### src/rtl/channel_out_pkg.sv
// -----------------------------------------------------------------------------
// channel_out_pkg
// Shared types and constants for the per-channel NeoPixel waveform generator.
//   state_e    : waveform FSM states
//   timing_t   : latched T0H/T0L/T1H/T1L phase lengths (clocks minus 1)
//   phase_len  : picks the phase length for a given bit value and phase
// -----------------------------------------------------------------------------
package channel_out_pkg;

  localparam int LED_BITS  = 24;                 // colour bits sent per LED
  localparam int BIT_IDX_W = $clog2(LED_BITS);   // width of the bit index
  localparam int TIME_W    = 8;                  // timing-register width

  typedef logic [TIME_W-1:0]    time_t;
  typedef logic [BIT_IDX_W-1:0] bit_idx_t;

  typedef enum logic [2:0] {
    ST_IDLE,
    ST_FETCH,
    ST_LOAD,
    ST_HIGH,
    ST_LOW,
    ST_HOLD
  } state_e;

  typedef struct packed {
    time_t t0h;
    time_t t0l;
    time_t t1h;
    time_t t1l;
  } timing_t;

  function automatic time_t phase_len(timing_t t, logic bit_val, logic high_phase);
    if (high_phase) return bit_val ? t.t1h : t.t0h;
    return bit_val ? t.t1l : t.t0l;
  endfunction

endpackage

### src/rtl/channel_out_phase_cnt.sv
// -----------------------------------------------------------------------------
// channel_phase_cnt
// Loadable 8-bit down-counter timing one HIGH or LOW phase. Loading value V
// makes tc_o assert V clocks later, so a phase of (V+1) clocks ends on the
// cycle tc_o is high. The counter parks at zero.
//   clk_i, rst_n_i : clock, asynchronous active-low reset
//   load_i         : load load_val_i (takes priority over counting)
//   load_val_i     : phase length minus 1
//   tc_o           : terminal count (counter is zero)
// -----------------------------------------------------------------------------
module channel_phase_cnt
  import channel_out_pkg::*;
(
  input  logic  clk_i,
  input  logic  rst_n_i,
  input  logic  load_i,
  input  time_t load_val_i,
  output logic  tc_o
);

  time_t cnt_q;

  // NOTE: sequential state is always assigned with <= so every flop samples
  // pre-edge values regardless of statement order.
  always_ff @(posedge clk_i or negedge rst_n_i) begin
    if (!rst_n_i)            cnt_q <= '0;
    else if (load_i)         cnt_q <= load_val_i;
    else if (cnt_q != '0)    cnt_q <= cnt_q - time_t'(1);
  end

  assign tc_o = (cnt_q == '0);

endmodule

### src/rtl/channel_out.sv
// -----------------------------------------------------------------------------
// channel_out
// Per-channel NeoPixel waveform generator. On start_i it reads LED words
// 0..reg_chan_len_i from the channel RAM and sends bits [23:0] of each word
// MSB first as T0H/T0L/T1H/T1L coded pulses on bit_code_o. The next LED word
// is prefetched during bit 0 so LEDs follow each other with no gap.
// Optional build macro RESET_CODE_EN adds a HOLD state that keeps the line
// low (busy) for RESET_CYCLES clocks before done_o.
//   clk_i, rst_n_i          : clock, asynchronous active-low reset
//   start_i                 : frame start strobe (ignored while busy/done)
//   reg_t0h/t0l/t1h/t1l_*_i : phase lengths in clocks minus 1
//   reg_chan_len_i          : index of the last LED
//   ram_rd_en_o/addr_o      : one-cycle RAM read request
//   ram_rd_data_i           : RAM data, valid one cycle after the request
//   bit_code_o              : coded serial output, idle low
//   busy_o, done_o          : frame in progress, end-of-frame pulse
// -----------------------------------------------------------------------------
module channel_out
  import channel_out_pkg::*;
#(
  parameter int RESET_CYCLES = 16000,
  parameter int ADDR_W       = 8,
  parameter int DATA_W       = 32
) (
  input  logic              clk_i,
  input  logic              rst_n_i,
  input  logic              start_i,
  input  logic [7:0]        reg_t0h_time_i,
  input  logic [7:0]        reg_t0l_time_i,
  input  logic [7:0]        reg_t1h_time_i,
  input  logic [7:0]        reg_t1l_time_i,
  input  logic [7:0]        reg_chan_len_i,
  output logic              ram_rd_en_o,
  output logic [ADDR_W-1:0] ram_rd_addr_o,
  input  logic [DATA_W-1:0] ram_rd_data_i,
  output logic              bit_code_o,
  output logic              busy_o,
  output logic              done_o
);

  state_e              state_q, state_d;
  timing_t             timing_q, timing_d;
  logic [ADDR_W-1:0]   len_q, len_d, led_q, led_d, rd_addr_q, rd_addr_d;
  logic [LED_BITS-1:0] shift_q, shift_d, shadow_q, shadow_d, next_word;
  bit_idx_t            bit_idx_q, bit_idx_d;
  logic                rd_en_q, rd_en_d, rd_pend_q;
  logic                bit_code_q, bit_code_d, busy_q, busy_d, done_q, done_d;
  logic                phase_load, phase_tc;
  time_t               phase_val;

  // Colour byte layout keeps only [23:0]; the top byte is don't-care.
  logic unused_data_hi;
  assign unused_data_hi = ^ram_rd_data_i[DATA_W-1:LED_BITS];

`ifdef RESET_CODE_EN
  localparam int HOLD_W = $clog2(RESET_CYCLES + 1);
  logic [HOLD_W-1:0] hold_cnt_q, hold_cnt_d;
`else
  logic [31:0] unused_reset_cycles;
  assign unused_reset_cycles = 32'(RESET_CYCLES);
`endif

  channel_phase_cnt u_phase_cnt (
    .clk_i      (clk_i),
    .rst_n_i    (rst_n_i),
    .load_i     (phase_load),
    .load_val_i (phase_val),
    .tc_o       (phase_tc)
  );

  always_ff @(posedge clk_i or negedge rst_n_i) begin
    if (!rst_n_i) state_q <= ST_IDLE;
    else          state_q <= state_d;
  end

  always_comb begin
    // NOTE: every signal driven here gets a default first, so no path through
    // the case statement can leave it unassigned and infer a latch.
    state_d    = state_q;
    timing_d   = timing_q;
    len_d      = len_q;
    led_d      = led_q;
    rd_addr_d  = rd_addr_q;
    rd_en_d    = 1'b0;
    shift_d    = shift_q;
    bit_idx_d  = bit_idx_q;
    bit_code_d = bit_code_q;
    busy_d     = busy_q;
    done_d     = 1'b0;
    phase_load = 1'b0;
    phase_val  = '0;
    // Prefetched data may arrive on the very cycle the last LOW ends
    // (1-clock phases), so bypass the shadow register while it is in flight.
    next_word  = rd_pend_q ? ram_rd_data_i[LED_BITS-1:0] : shadow_q;
    shadow_d   = next_word;
`ifdef RESET_CODE_EN
    hold_cnt_d = hold_cnt_q;
`endif

    case (state_q)
      ST_IDLE: begin
        // The done cycle already shows busy_o low but must not start a frame.
        if (start_i && !done_q) begin
          timing_d  = '{t0h: reg_t0h_time_i, t0l: reg_t0l_time_i,
                        t1h: reg_t1h_time_i, t1l: reg_t1l_time_i};
          len_d     = ADDR_W'(reg_chan_len_i);
          led_d     = '0;
          rd_addr_d = '0;
          rd_en_d   = 1'b1;
          busy_d    = 1'b1;
          state_d   = ST_FETCH;
        end
      end
      ST_FETCH: state_d = ST_LOAD;
      ST_LOAD: begin
        shift_d    = ram_rd_data_i[LED_BITS-1:0];
        bit_idx_d  = bit_idx_t'(LED_BITS - 1);
        bit_code_d = 1'b1;
        phase_load = 1'b1;
        phase_val  = phase_len(timing_q, ram_rd_data_i[LED_BITS-1], 1'b1);
        state_d    = ST_HIGH;
      end
      ST_HIGH: begin
        if (phase_tc) begin
          bit_code_d = 1'b0;
          phase_load = 1'b1;
          phase_val  = phase_len(timing_q, shift_q[LED_BITS-1], 1'b0);
          state_d    = ST_LOW;
        end
      end
      ST_LOW: begin
        if (phase_tc) begin
          if (bit_idx_q != '0) begin
            shift_d    = {shift_q[LED_BITS-2:0], 1'b0};
            bit_idx_d  = bit_idx_q - bit_idx_t'(1);
            bit_code_d = 1'b1;
            phase_load = 1'b1;
            phase_val  = phase_len(timing_q, shift_q[LED_BITS-2], 1'b1);
            state_d    = ST_HIGH;
            // Entering bit 0: request the next LED so it is ready at the boundary.
            if (bit_idx_q == bit_idx_t'(1) && led_q != len_q) begin
              rd_en_d   = 1'b1;
              rd_addr_d = led_q + ADDR_W'(1);
            end
          end else if (led_q != len_q) begin
            shift_d    = next_word;
            bit_idx_d  = bit_idx_t'(LED_BITS - 1);
            led_d      = led_q + ADDR_W'(1);
            bit_code_d = 1'b1;
            phase_load = 1'b1;
            phase_val  = phase_len(timing_q, next_word[LED_BITS-1], 1'b1);
            state_d    = ST_HIGH;
          end else begin
`ifdef RESET_CODE_EN
            hold_cnt_d = HOLD_W'(RESET_CYCLES - 1);
            state_d    = ST_HOLD;
`else
            busy_d     = 1'b0;
            done_d     = 1'b1;
            state_d    = ST_IDLE;
`endif
          end
        end
      end
`ifdef RESET_CODE_EN
      ST_HOLD: begin
        if (hold_cnt_q == '0) begin
          busy_d  = 1'b0;
          done_d  = 1'b1;
          state_d = ST_IDLE;
        end else begin
          hold_cnt_d = hold_cnt_q - HOLD_W'(1);
        end
      end
`endif
      default: state_d = ST_IDLE;
    endcase
  end

  always_ff @(posedge clk_i or negedge rst_n_i) begin
    if (!rst_n_i) begin
      timing_q   <= '0;
      len_q      <= '0;
      led_q      <= '0;
      rd_addr_q  <= '0;
      rd_en_q    <= 1'b0;
      rd_pend_q  <= 1'b0;
      shift_q    <= '0;
      shadow_q   <= '0;
      bit_idx_q  <= '0;
      bit_code_q <= 1'b0;
      busy_q     <= 1'b0;
      done_q     <= 1'b0;
`ifdef RESET_CODE_EN
      hold_cnt_q <= '0;
`endif
    end else begin
      timing_q   <= timing_d;
      len_q      <= len_d;
      led_q      <= led_d;
      rd_addr_q  <= rd_addr_d;
      rd_en_q    <= rd_en_d;
      rd_pend_q  <= rd_en_q;
      shift_q    <= shift_d;
      shadow_q   <= shadow_d;
      bit_idx_q  <= bit_idx_d;
      bit_code_q <= bit_code_d;
      busy_q     <= busy_d;
      done_q     <= done_d;
`ifdef RESET_CODE_EN
      hold_cnt_q <= hold_cnt_d;
`endif
    end
  end

  assign ram_rd_en_o   = rd_en_q;
  assign ram_rd_addr_o = rd_addr_q;
  assign bit_code_o    = bit_code_q;
  assign busy_o        = busy_q;
  assign done_o        = done_q;

endmodule
### config.mk
export PLATFORM = sky130hd
export DESIGN_NAME = channel_out
export DESIGN_NICKNAME = d
export VERILOG_FILES = /design/src/rtl/channel_out_pkg.sv /design/src/rtl/channel_out_phase_cnt.sv /design/src/rtl/channel_out.sv
export SDC_FILE = /design/constraint.sdc
export NUM_CORES = 1
export LEC_CHECK = 0
export BUFFER_PORTS_ARGS = -buffer_cell sky130_fd_sc_hd__buf_2
export CAP_MARGIN = 40
export CELL_PAD_IN_SITES_DETAIL_PLACEMENT = 0
export CELL_PAD_IN_SITES_GLOBAL_PLACEMENT = 1
export CORE_MARGIN = 1
export CORE_UTILIZATION = 45
export CTS_CLUSTER_SIZE = 24
export DETAILED_ROUTE_END_ITERATION = 10
export GPL_ROUTABILITY_DRIVEN = 0
export GPL_TIMING_DRIVEN = 1
export PLACE_DENSITY = 0.77
export SLEW_MARGIN = 10
export SYNTH_ARGS = -nofsm -noshare
export SYNTH_HDL_FRONTEND = slang
export SYNTH_HIERARCHICAL = 1
export SYNTH_SLANG_ARGS = --single-unit
### constraint.sdc
create_clock -name clk_i -period 3 [get_ports clk_i]
set_input_delay 0.15 -clock clk_i [delete_from_list [all_inputs] [get_ports clk_i]]
set_output_delay 0.15 -clock clk_i [all_outputs]
set_load 0.005 [all_outputs]
==> run metrics, run 1 <==
Max-slew headroom 43.8%; post-synthesis cell area 0.00660 mm^2; CP max stage delay between 500 and 600 ps; met3 routed WL 691 um; DRT Pass-1 Iters 5; DR vias/cell 5.54; setup TNS 0 ps; port bufs 78; Synth-to-Final Area Change 25.6%; hold path startpoint ram_rd_data_i[19]; area leader, netlist dfrtp_1; Final min period around 2700 ps; critical path cell sequence or4_1 -> nor3_2 -> nand4bb_1 -> nor2_1 -> o21ai_1 -> o221ai_1 -> nand2_1 -> o311ai_0; CTS root buf clkbuf_16; Final Cell Area 0.00829 mm^2; Worst Setup Start Kind flop; drc violations 0; FF-to-FF Start u_phase_cnt/cnt_q[3]; postcts setup bufs 0; initial antenna violation count 0; Post-Syn Area per Cell 9.44 um^2; fin crit share 91.4%; die height 123 um; Worst VDD drop 0.479 mV; commonest non-fill, non-tap cell in the layout nand2_1; Crit. Startpoint u_phase_cnt/cnt_q[3]; largest net degree at the start of global routing 57; Post-Syn Instances approximately 700; worst slack at placement 270 ps; Achievable Freq about 360 MHz; # IOs 87; routed wl met2 between 7 and 8 mm; most frequent cells in the layout nand2_1 (179), dfrtp_1 (125), buf_2 (77); DP HPWL 10.5 mm; first-pass GRT wire length 27.2 mm; switching power 2420 uW; Power Dens Cells 877 mW/mm^2; Worst-path clk slew 50 ps; Fill cells 1267; Worst-Skew Late Latency roughly 410 ps; Leak Pwr 0.00375 uW; Top FF cell, synth dfrtp_1; max_cap viols 0; Post-Route M1 WL 7.66 mm; final hold viol count 0; nets ~900; part of the power in registers 40.4%; Comb pwr share between 30% and 40%; routed wire length per instance 15.7 um; status finished clean; Finished Core Util 58.8%; Final setup viols 0; top routing layer used met4; via count 5596; Synth warnings 6; Sw Share between 30 and 40%; Iteration-0 DRC Markers 421; final clock skew 5.96 ps; EDFF count, synth 0; Seq/Total Area, Yosys between 40 and 50%; crit path setup slack, layout about 260 ps; vias in the first global route between 5000 and 6000; die area ~0.015 mm^2; total track usage 23.1%; Synth async-reset ratio 100%; WHS 18.7 ps; final wirelength ~16 mm; flops & latches, synth approximately 130; CTS sink cnt approximately 130; syn nets approximately 780; antenna cells 0; Hold Path Class input pin to flop; Synth area leaders dfrtp_1 (47%), nand2_1 (10%), mux2i_1 (5.9%), mux2_2 (3.9%), nor2_1 (3.2%); CTS tree built; Int Power 4850 uW; Chip Width ~120 um; layout cells sized above 1 19.9%; worst-margin pin slew ~830 ps; CTS buffer count 17; family with the most delay on the worst path simple AND/OR/NAND/NOR gates; area of the multi-input gates 0.00317 mm^2; H-tree levels 4; RSZ-0062 raised after global routing no; Yosys cell types 65; CP max FO 8; total gr overflow 0; Reg area approximately 0.0031 mm^2; Initial Utilization 46.8%; Crit Path Category flop to flop; Crit path required time roughly 3300 ps; Clock power frac 27.5%; slowest stage cell, crit path or4_1; Synth top area share between 40% and 50%; Max clock buf depth 2; fin. max-slew vios 0; Worst Setup End Kind flop; ANT nets after route 0; WP buf/inv 0; Core Region roughly 0.014 mm^2; row count 43; crit path DAT roughly 3000 ps; placed instance area 0.00717 mm^2
## Yosys cell counts (all sizes together) (2+ instances only)
library cell,instances
inv,14
nand2b,3
xnor2,11
buf,24
clkbuf,32
nand4,4
and2,2
o21a,4
nand3b,2
mux2,24
o31ai,5
nand4b,2
a2bb2oi,3
nand3,9
o21ai,19
nor2,56
o22a,24
and4,2
o32ai,9
o311a,2
a31oi,4
a21oi,6
o31a,3
or3,2
nor3,10
or4b,2
mux2i,40
o22ai,3
o221ai,12
o41ai,3
o311ai,24
nand4bb,2
ha,5
dfrtp,125
o211ai,4
nand2,180
a41oi,2
nor4,5
## worst register-to-register path, stage by stage (launching register included)
cell,delay (ps)
dfrtp_1,420
or4_1,590
nor3_2,220
nand4bb_1,330
nor2_1,240
o21ai_1,250
o221ai_1,350
nand2_1,120
o311ai_0,100
## sequential cells by signal (all words and copies together), names as in the netlist
name and cells:
ram_rd_addr_o 8, u_phase_cnt/cnt_q 8, done_o 1, bit_idx_q 5
shift_q 24, led_q 8, timing_q 32, state_q 3
ram_rd_en_o 1, rd_pend_q 1, shadow_q 24, bit_code_o 1
len_q 8, busy_o 1
## kinds of logic (layout without fill, tap and decap cells)
group / Yosys count / count (layout) / share of synthesized area [%]
muxes: 64 / 64 / 10.2
AOI/OAI and AO/OA: 135 / 135 / 16.2
DFF: 125 / 125 / 47.4
xor gates and xnor gates: 12 / 12 / 1.59
and+or+nand+nor: 288 / 288 / 19.1
adders and majority gates: 5 / 5 / 0.948
buffers and inverters: 70 / 201 / 4.55
## through the flow
| stage | std cells | power (uW) |
|---|---|---|
| 2_1_floorplan | 699 | 4620 |
| 3_3_place_gp | 926 | 5120 |
| 3_5_place_dp | 926 | 5230 |
| 4_1_cts | 1010 | 7310 |
| 5_1_grt | 1010 | 7790 |
| 6_report | 1010 | 7260 |
## final cells by class
type                    instances  share of cell area, %
multi-input cells             504                   38.3
flip-flops and latches        125                   37.8
repair buffers                157                   13.7
clock buffers                  23                   5.89
well taps                     180                   2.72
clock inverters                 7                   1.06
inverters                      14                  0.634
## repair_timing
action	CTS	global route
gates resized for setup	0	0
setup endpoints to repair	0	0
hold buffers	54	0
hold endpoints to repair	94	0
## power by group through the flow
stage	clock, uW	sequential, uW	combinational, uW
6_report	1990	2940	2330
5_1_grt	2120	3040	2630
4_1_cts	2040	2940	2340
3_5_place_dp	0	2960	2270
3_3_place_gp	0	2920	2190
2_1_floorplan	0	2710	1910
## final timing paths
kind / depth (start not counted) / endpoint / slack, ps
worst min register to register: 0 / rd_pend_q / 400
min in group asynchronous: 2 / shadow_q[11] / 280
worst max-delay path: 8 / u_phase_cnt/cnt_q[7] / 260
max in group asynchronous: 3 / timing_q[9] / 1930
worst max register to register: 8 / u_phase_cnt/cnt_q[7] / 260
worst min-delay path: 2 / shadow_q[19] / 20
## per-layer routing
| layer | vias to the layer above | GRT usage, % |
|---|---|---|
| met3 | 29 | 4.70 |
| met1 | 2684 | 32.2 |
| met4 | 0 | 8.81 |
| met5 | - | 0 |
| met2 | 148 | 35.5 |
| li1 | 2735 | - |
(Power assumes the default switching activity.)
==> run 2: changes to the inputs <==
==> constraint.sdc (replaced) <==
create_clock -name clk_i -period 3 [get_ports clk_i]
set_input_delay 0.3 -clock clk_i [delete_from_list [all_inputs] [get_ports clk_i]]
set_output_delay 0.3 -clock clk_i [all_outputs]
set_load 0.005 [all_outputs]
==> run 2 against run 1 <==
Against the previous run: critical path depth unchanged; utilization decreased by 4.0 points; non-clock buffer count decreased by 54; register-to-register slack improved by 30 ps; clock-buffer cell count increased by 2; critical path type unchanged.
==> run metrics, run 2 (synthesized netlist as in run 1, its figures left out) <==
post-cts resize count 0 (unchanged); DP HPWL 10.6 mm (+0.69%); row count 43 (unchanged); Fill cells 1296 (+2.3%); Crit Path Category flop to flop; nets 845 (-6.0%); Max-slew headroom 45.1% (+1.4 points); port bufs 78 (unchanged); Initial Utilization 46.8% (unchanged); total track usage 22.2% (-0.87 points); Synth-to-Final Area Change 17.0%; Core Region 0.0141 mm^2 (unchanged); worst-margin pin slew 807 ps (-20.1 ps); layout cells sized above 1 21.0% (+1.1 points); FF-to-FF Start u_phase_cnt/cnt_q[3]; slowest stage cell, crit path or4_1; hold path startpoint reg_t0l_time_i[2]; Final setup viols 0 (unchanged); crit path DAT 3000 ps (-30 ps); WP buf/inv 0 (unchanged); CTS sink cnt 125 (unchanged); critical path cell sequence or4_1 -> nor3_2 -> nand4bb_1 -> nor2_1 -> o21ai_1 -> o221ai_1 -> nand2_1 -> o311ai_0; CP max stage delay 570 ps (-20 ps); placed instance area 0.00716 mm^2 (-0.10%); Power Dens Cells 926 mW/mm^2 (+5.6%); Final min period 2710 ps (-30.5 ps); final clock skew 5.69 ps (-0.269 ps); Worst-Skew Late Latency 410 ps (about the same); max reg flops 32 (unchanged); status finished clean; worst slack at placement 348 ps (+78.0 ps); die height 123 um (unchanged); commonest non-fill, non-tap cell in the layout nand2_1; setup TNS 0 ps (unchanged); CTS buffer count 17 (unchanged); ANT nets after route 0 (unchanged); Chip Width 123 um (unchanged); final wirelength 15.6 mm (-2.1%); initial antenna violation count 0 (unchanged); Finished Core Util 54.8% (-4.0 points); Worst VDD drop 0.504 mV (+5.3%); H-tree levels 4 (unchanged); CTS tree built; CTS root buf clkbuf_16; drc violations 0 (unchanged); antenna cells 0 (unchanged); Leak Pwr 0.00351 uW (-6.4%); fin crit share 90.3% (-1.0 points); worst r2r dst u_phase_cnt/cnt_q[7]; Max clock buf depth 2 (unchanged); RSZ-0062 raised after global routing no; R2R cell count 8 (unchanged); Hold Path Depth 3 (+1); die area 0.0151 mm^2 (unchanged); via count 5390 (-3.7%); Tot Pwr 7150 uW (-1.6%); DRT Pass-1 Iters 5 (unchanged); total gr overflow 0 (unchanged); max_cap viols 0 (unchanged); Reg2Reg Setup Slack 290 ps (+30 ps); Iteration-0 DRC Markers 345 (-18%); Hold Path Class input pin to flop; family with the most delay on the worst path simple AND/OR/NAND/NOR gates; first-pass GRT wire length 26.1 mm (-3.9%); most frequent cells in the layout nand2_1 (179), dfrtp_1 (125), buf_2 (77); fin. max-slew vios 0 (unchanged); # IOs 87 (unchanged); vias in the first global route 5234 (-4.8%); most flop-heavy register timing_q; DR vias/cell 5.63 (+1.5%); routed wire length per instance 16.3 um (+3.2%); crit path setup slack, layout 290 ps (+30.5 ps); CP max FO 8 (unchanged); Hold Path Sink timing_q[18]; Largest regs timing_q: 32 flops, shadow_q: 24 flops, shift_q: 24 flops; Crit path required time 3290 ps (about the same); largest net degree at the start of global routing 57 (unchanged); final hold viol count 0 (unchanged); Final Cell Area 0.00772 mm^2 (-6.8%); Achievable Freq 369 MHz (+1.1%); Worst Setup End Kind flop; Worst-path clk slew 60 ps (about the same); Worst Setup Start Kind flop
==> run 2: cell count changes in the layout (fill, tap and decap cells not counted) <==
cell,previous run,this run
clkbuf_8,4,3
clkbuf_1,2,5
dlygate4sd3_1,54,1
bufinv_16,2,1
buf_4,25,24
clkinv_2,4,5
==> run 2: timing repair <==
item | CTS | global route
buffers inserted | 0 | 0
hold endpoints to repair | 34 | 0
hold buffers | 1 | 0
==> run 2: where the power goes <==
part / switching, uW / internal, uW / total, uW
Sequential: 564 / 2380 / 2940
Clock: 724 / 1200 / 1920
Combinational: 1150 / 1130 / 2280
==> run 2: through the flow <==
stage          hold WS, ps  instances
2_1_floorplan         4.41        699
3_3_place_gp           291        925
3_5_place_dp           299        925
4_1_cts               65.6        958
5_1_grt               71.9        958
6_report              77.5        958
==> run 2: worst max path at each step <==
stage,startpoint,end,depth (start not counted)
after floorplan,u_phase_cnt/cnt_q[3],shift_q[23],8
after global placement,u_phase_cnt/cnt_q[3],u_phase_cnt/cnt_q[7],8
after detailed placement,u_phase_cnt/cnt_q[3],u_phase_cnt/cnt_q[7],8
after CTS,u_phase_cnt/cnt_q[3],u_phase_cnt/cnt_q[7],8
after global routing,bit_idx_q[0],u_phase_cnt/cnt_q[7],9
final,u_phase_cnt/cnt_q[3],u_phase_cnt/cnt_q[7],8
==> run 2: final cells by class <==
cell class / count / area (um^2) / share of cell area (%)
multi-input combinational: 504 / 3170 / 41.1
clock inverter: 7 / 62.6 / 0.810
clock buffer: 25 / 485 / 6.29
sequential: 125 / 3130 / 40.5
tap: 180 / 225 / 2.92
inverter: 14 / 52.6 / 0.681
timing repair buffer: 103 / 596 / 7.71
==> run 2: routing by layer <==
| metal | part of all wire, % | vias up | GRT usage, % |
|---|---|---|---|
| met5 | 0 | - | 0 |
| met4 | 1.1 | 0 | 6.17 |
| met3 | 4.7 | 13 | 5.58 |
| met2 | 46 | 130 | 34.6 |
| met1 | 48 | 2632 | 30.8 |
| li1 | - | 2615 | - |
==> run 2: tightest hold or removal path, delay by kind of cell <==
kind | cells | cell delay [ps]
buf+inv | 1 | 70
simple gates | 2 | 80
==> run 3: changes to the inputs <==
--- a/config.mk
+++ b/config.mk
@@ -16,6 +16,7 @@
 export GPL_ROUTABILITY_DRIVEN = 0
 export GPL_TIMING_DRIVEN = 1
 export PLACE_DENSITY = 0.77
+export REMOVE_ABC_BUFFERS = 1
 export SLEW_MARGIN = 10
 export SYNTH_ARGS = -nofsm -noshare
 export SYNTH_HDL_FRONTEND = slang
==> constraint.sdc (replaced) <==
create_clock -name clk_i -period 3 [get_ports clk_i]
set_input_delay 0.3 -clock clk_i [delete_from_list [all_inputs] [get_ports clk_i]]
set_output_delay 0.3 -clock clk_i [all_outputs]
set_load 0.02 [all_outputs]
==> run 3 against run 2 <==
Against the previous run: critical path depth is the same; power grew 0.58%; non-clock buffer count down 2; combinational power about the same; cell count decreased by 0.31%; maximum frequency fell by 1.4%.
==> run metrics, run 3 (synthesized netlist as in run 1, its figures left out) <==
Worst Setup End Kind flop; postcts setup bufs 0 (unchanged); Chip Width 123 um (unchanged); crit path setup slack, layout 251 ps (-38.2 ps); status finished clean; Largest regs timing_q: 32 flops, shadow_q: 24 flops, shift_q: 24 flops; CTS sink cnt 125 (unchanged); Initial Utilization 46.8% (unchanged); fin. max-slew vios 0 (unchanged); Crit Path Category flop to flop; CTS root buf clkbuf_16; DP HPWL 10.4 mm (-2.1%); vias in the first global route 5315 (+1.5%); Final min period 2750 ps (+38.2 ps); placed instance area 0.00713 mm^2 (-0.38%); die height 123 um (unchanged); Synth-to-Final Area Change 17.1% (about the same); Crit path required time 3300 ps (about the same); H-tree levels 4 (unchanged); Achievable Freq 364 MHz (-1.4%); first-pass GRT wire length 26.4 mm (+0.92%); row count 43 (unchanged); nets 843 (-0.24%); worst-margin pin slew 917 ps (+110 ps); DRT Pass-1 Iters 5 (unchanged); max reg flops 32 (unchanged); max_cap viols 0 (unchanged); Worst VDD drop 0.512 mV (+1.6%); Max-slew headroom 37.6% (-7.5 points); most flop-heavy register timing_q; commonest non-fill, non-tap cell in the layout nand2_1; CTS tree built; RSZ-0062 raised after global routing no; antenna cells 0 (unchanged); fin crit share 91.6% (+1.3 points); # IOs 87 (unchanged); total gr overflow 0 (unchanged); final wirelength 15.6 mm (+0.36%); Worst Setup Start Kind flop; routed wire length per instance 16.4 um (+0.67%); Final Cell Area 0.00772 mm^2 (about the same); final hold viol count 0 (unchanged); ANT nets after route 0 (unchanged); drc violations 0 (unchanged); via count 5372 (-0.33%); Fill cells 1317 (+1.6%); Max clock buf depth 2 (unchanged); CP max FO 27 (+19); Hold Path Class input pin to flop; Iteration-0 DRC Markers 405 (+17%); Worst-path clk slew 50 ps (about the same); Final setup viols 0 (unchanged); Tot Pwr 7190 uW (+0.58%); die area 0.0151 mm^2 (unchanged); worst slack at placement 198 ps (-150 ps); Power Dens Cells 931 mW/mm^2 (+0.53%); port bufs 78 (unchanged); layout cells sized above 1 21.0% (+0.081 points); total track usage 22.5% (+0.25 points); Worst-Skew Late Latency 420 ps (about the same); Core Region 0.0141 mm^2 (unchanged); crit path DAT 3050 ps (+50 ps); DR vias/cell 5.63 (about the same); largest net degree at the start of global routing 50 (-12%); Leak Pwr 0.00351 uW (about the same); initial antenna violation count 0 (unchanged); most frequent cells in the layout nand2_1 (179), dfrtp_1 (125), buf_2 (77); final clock skew 5.81 ps (+0.121 ps); CTS buffer count 17 (unchanged)
==> run 3: routing by layer <==
| layer | track usage (%) | up-vias | share of wire [%] | routed length [um] |
|---|---|---|---|---|
| li1 | - | 2622 | - | - |
| met2 | 36.1 | 140 | 47 | 7320 |
| met3 | 4.38 | 18 | 4.0 | 627 |
| met1 | 30.5 | 2592 | 48 | 7470 |
| met5 | 0 | - | 0 | 0 |
| met4 | 7.53 | 0 | 1.4 | 211 |
==> run 3: path summary, 6_finish.rpt <==
| path | from | end | slack (ps) | depth (start not counted) |
|---|---|---|---|---|
| max | u_phase_cnt/cnt_q[3] | shift_q[19] | 250 | 8 |
| min | reg_t1l_time_i[2] | timing_q[2] | 70 | 3 |
| max reg2reg | u_phase_cnt/cnt_q[3] | shift_q[19] | 250 | 8 |
| min reg2reg | ram_rd_en_o | rd_pend_q | 390 | 0 |
| max in group asynchronous | rst_n_i | shadow_q[20] | 1700 | 3 |
| min in group asynchronous | rst_n_i | shadow_q[6] | 430 | 2 |
==> run 3: layout make-up <==
cell class,instances,area (um^2),share of cell area (%)
tap,180,225,2.92
clock buffer,23,478,6.19
timing repair buffer,101,568,7.35
sequential,125,3130,40.5
multi-input combinational,504,3180,41.2
clock inverter,8,90.1,1.17
inverter,14,52.6,0.680
==> run 3: stage by stage <==
stage,instances,util [%],setup TNS [ps],hold WS (ps)
6_report,955,54.8,0,67.6
5_1_grt,955,54.8,0,66.9
4_1_cts,955,54.7,0,50.3
3_5_place_dp,923,50.6,0,358
3_3_place_gp,923,50.6,0,348
2_1_floorplan,643,-,-16940,4.41
==> run 3: timing repair <==
action,CTS,global route
endpoints found under the setup margin,0,2
hold buffers,1,0
endpoints found under the hold margin,46,0
gates resized for setup,0,2
==> run 3: power by group <==
part / switching [uW] / internal, uW / total (uW) / leakage, uW
registers: 547 / 2380 / 2920 / 0.00149
clock network: 711 / 1270 / 1980 / 0.000286
logic: 1170 / 1110 / 2280 / 0.00174
total: 2430 / 4760 / 7190 / 0.00351
==> run 3: critical path, cell delays in order (launching register included) <==
cell,delay (ps)
dfrtp_1,420
or4_1,700
nor3_2,200
buf_4,260
nand3b_1,90
a21oi_1,190
buf_4,320
o311ai_0,210
o22a_1,220
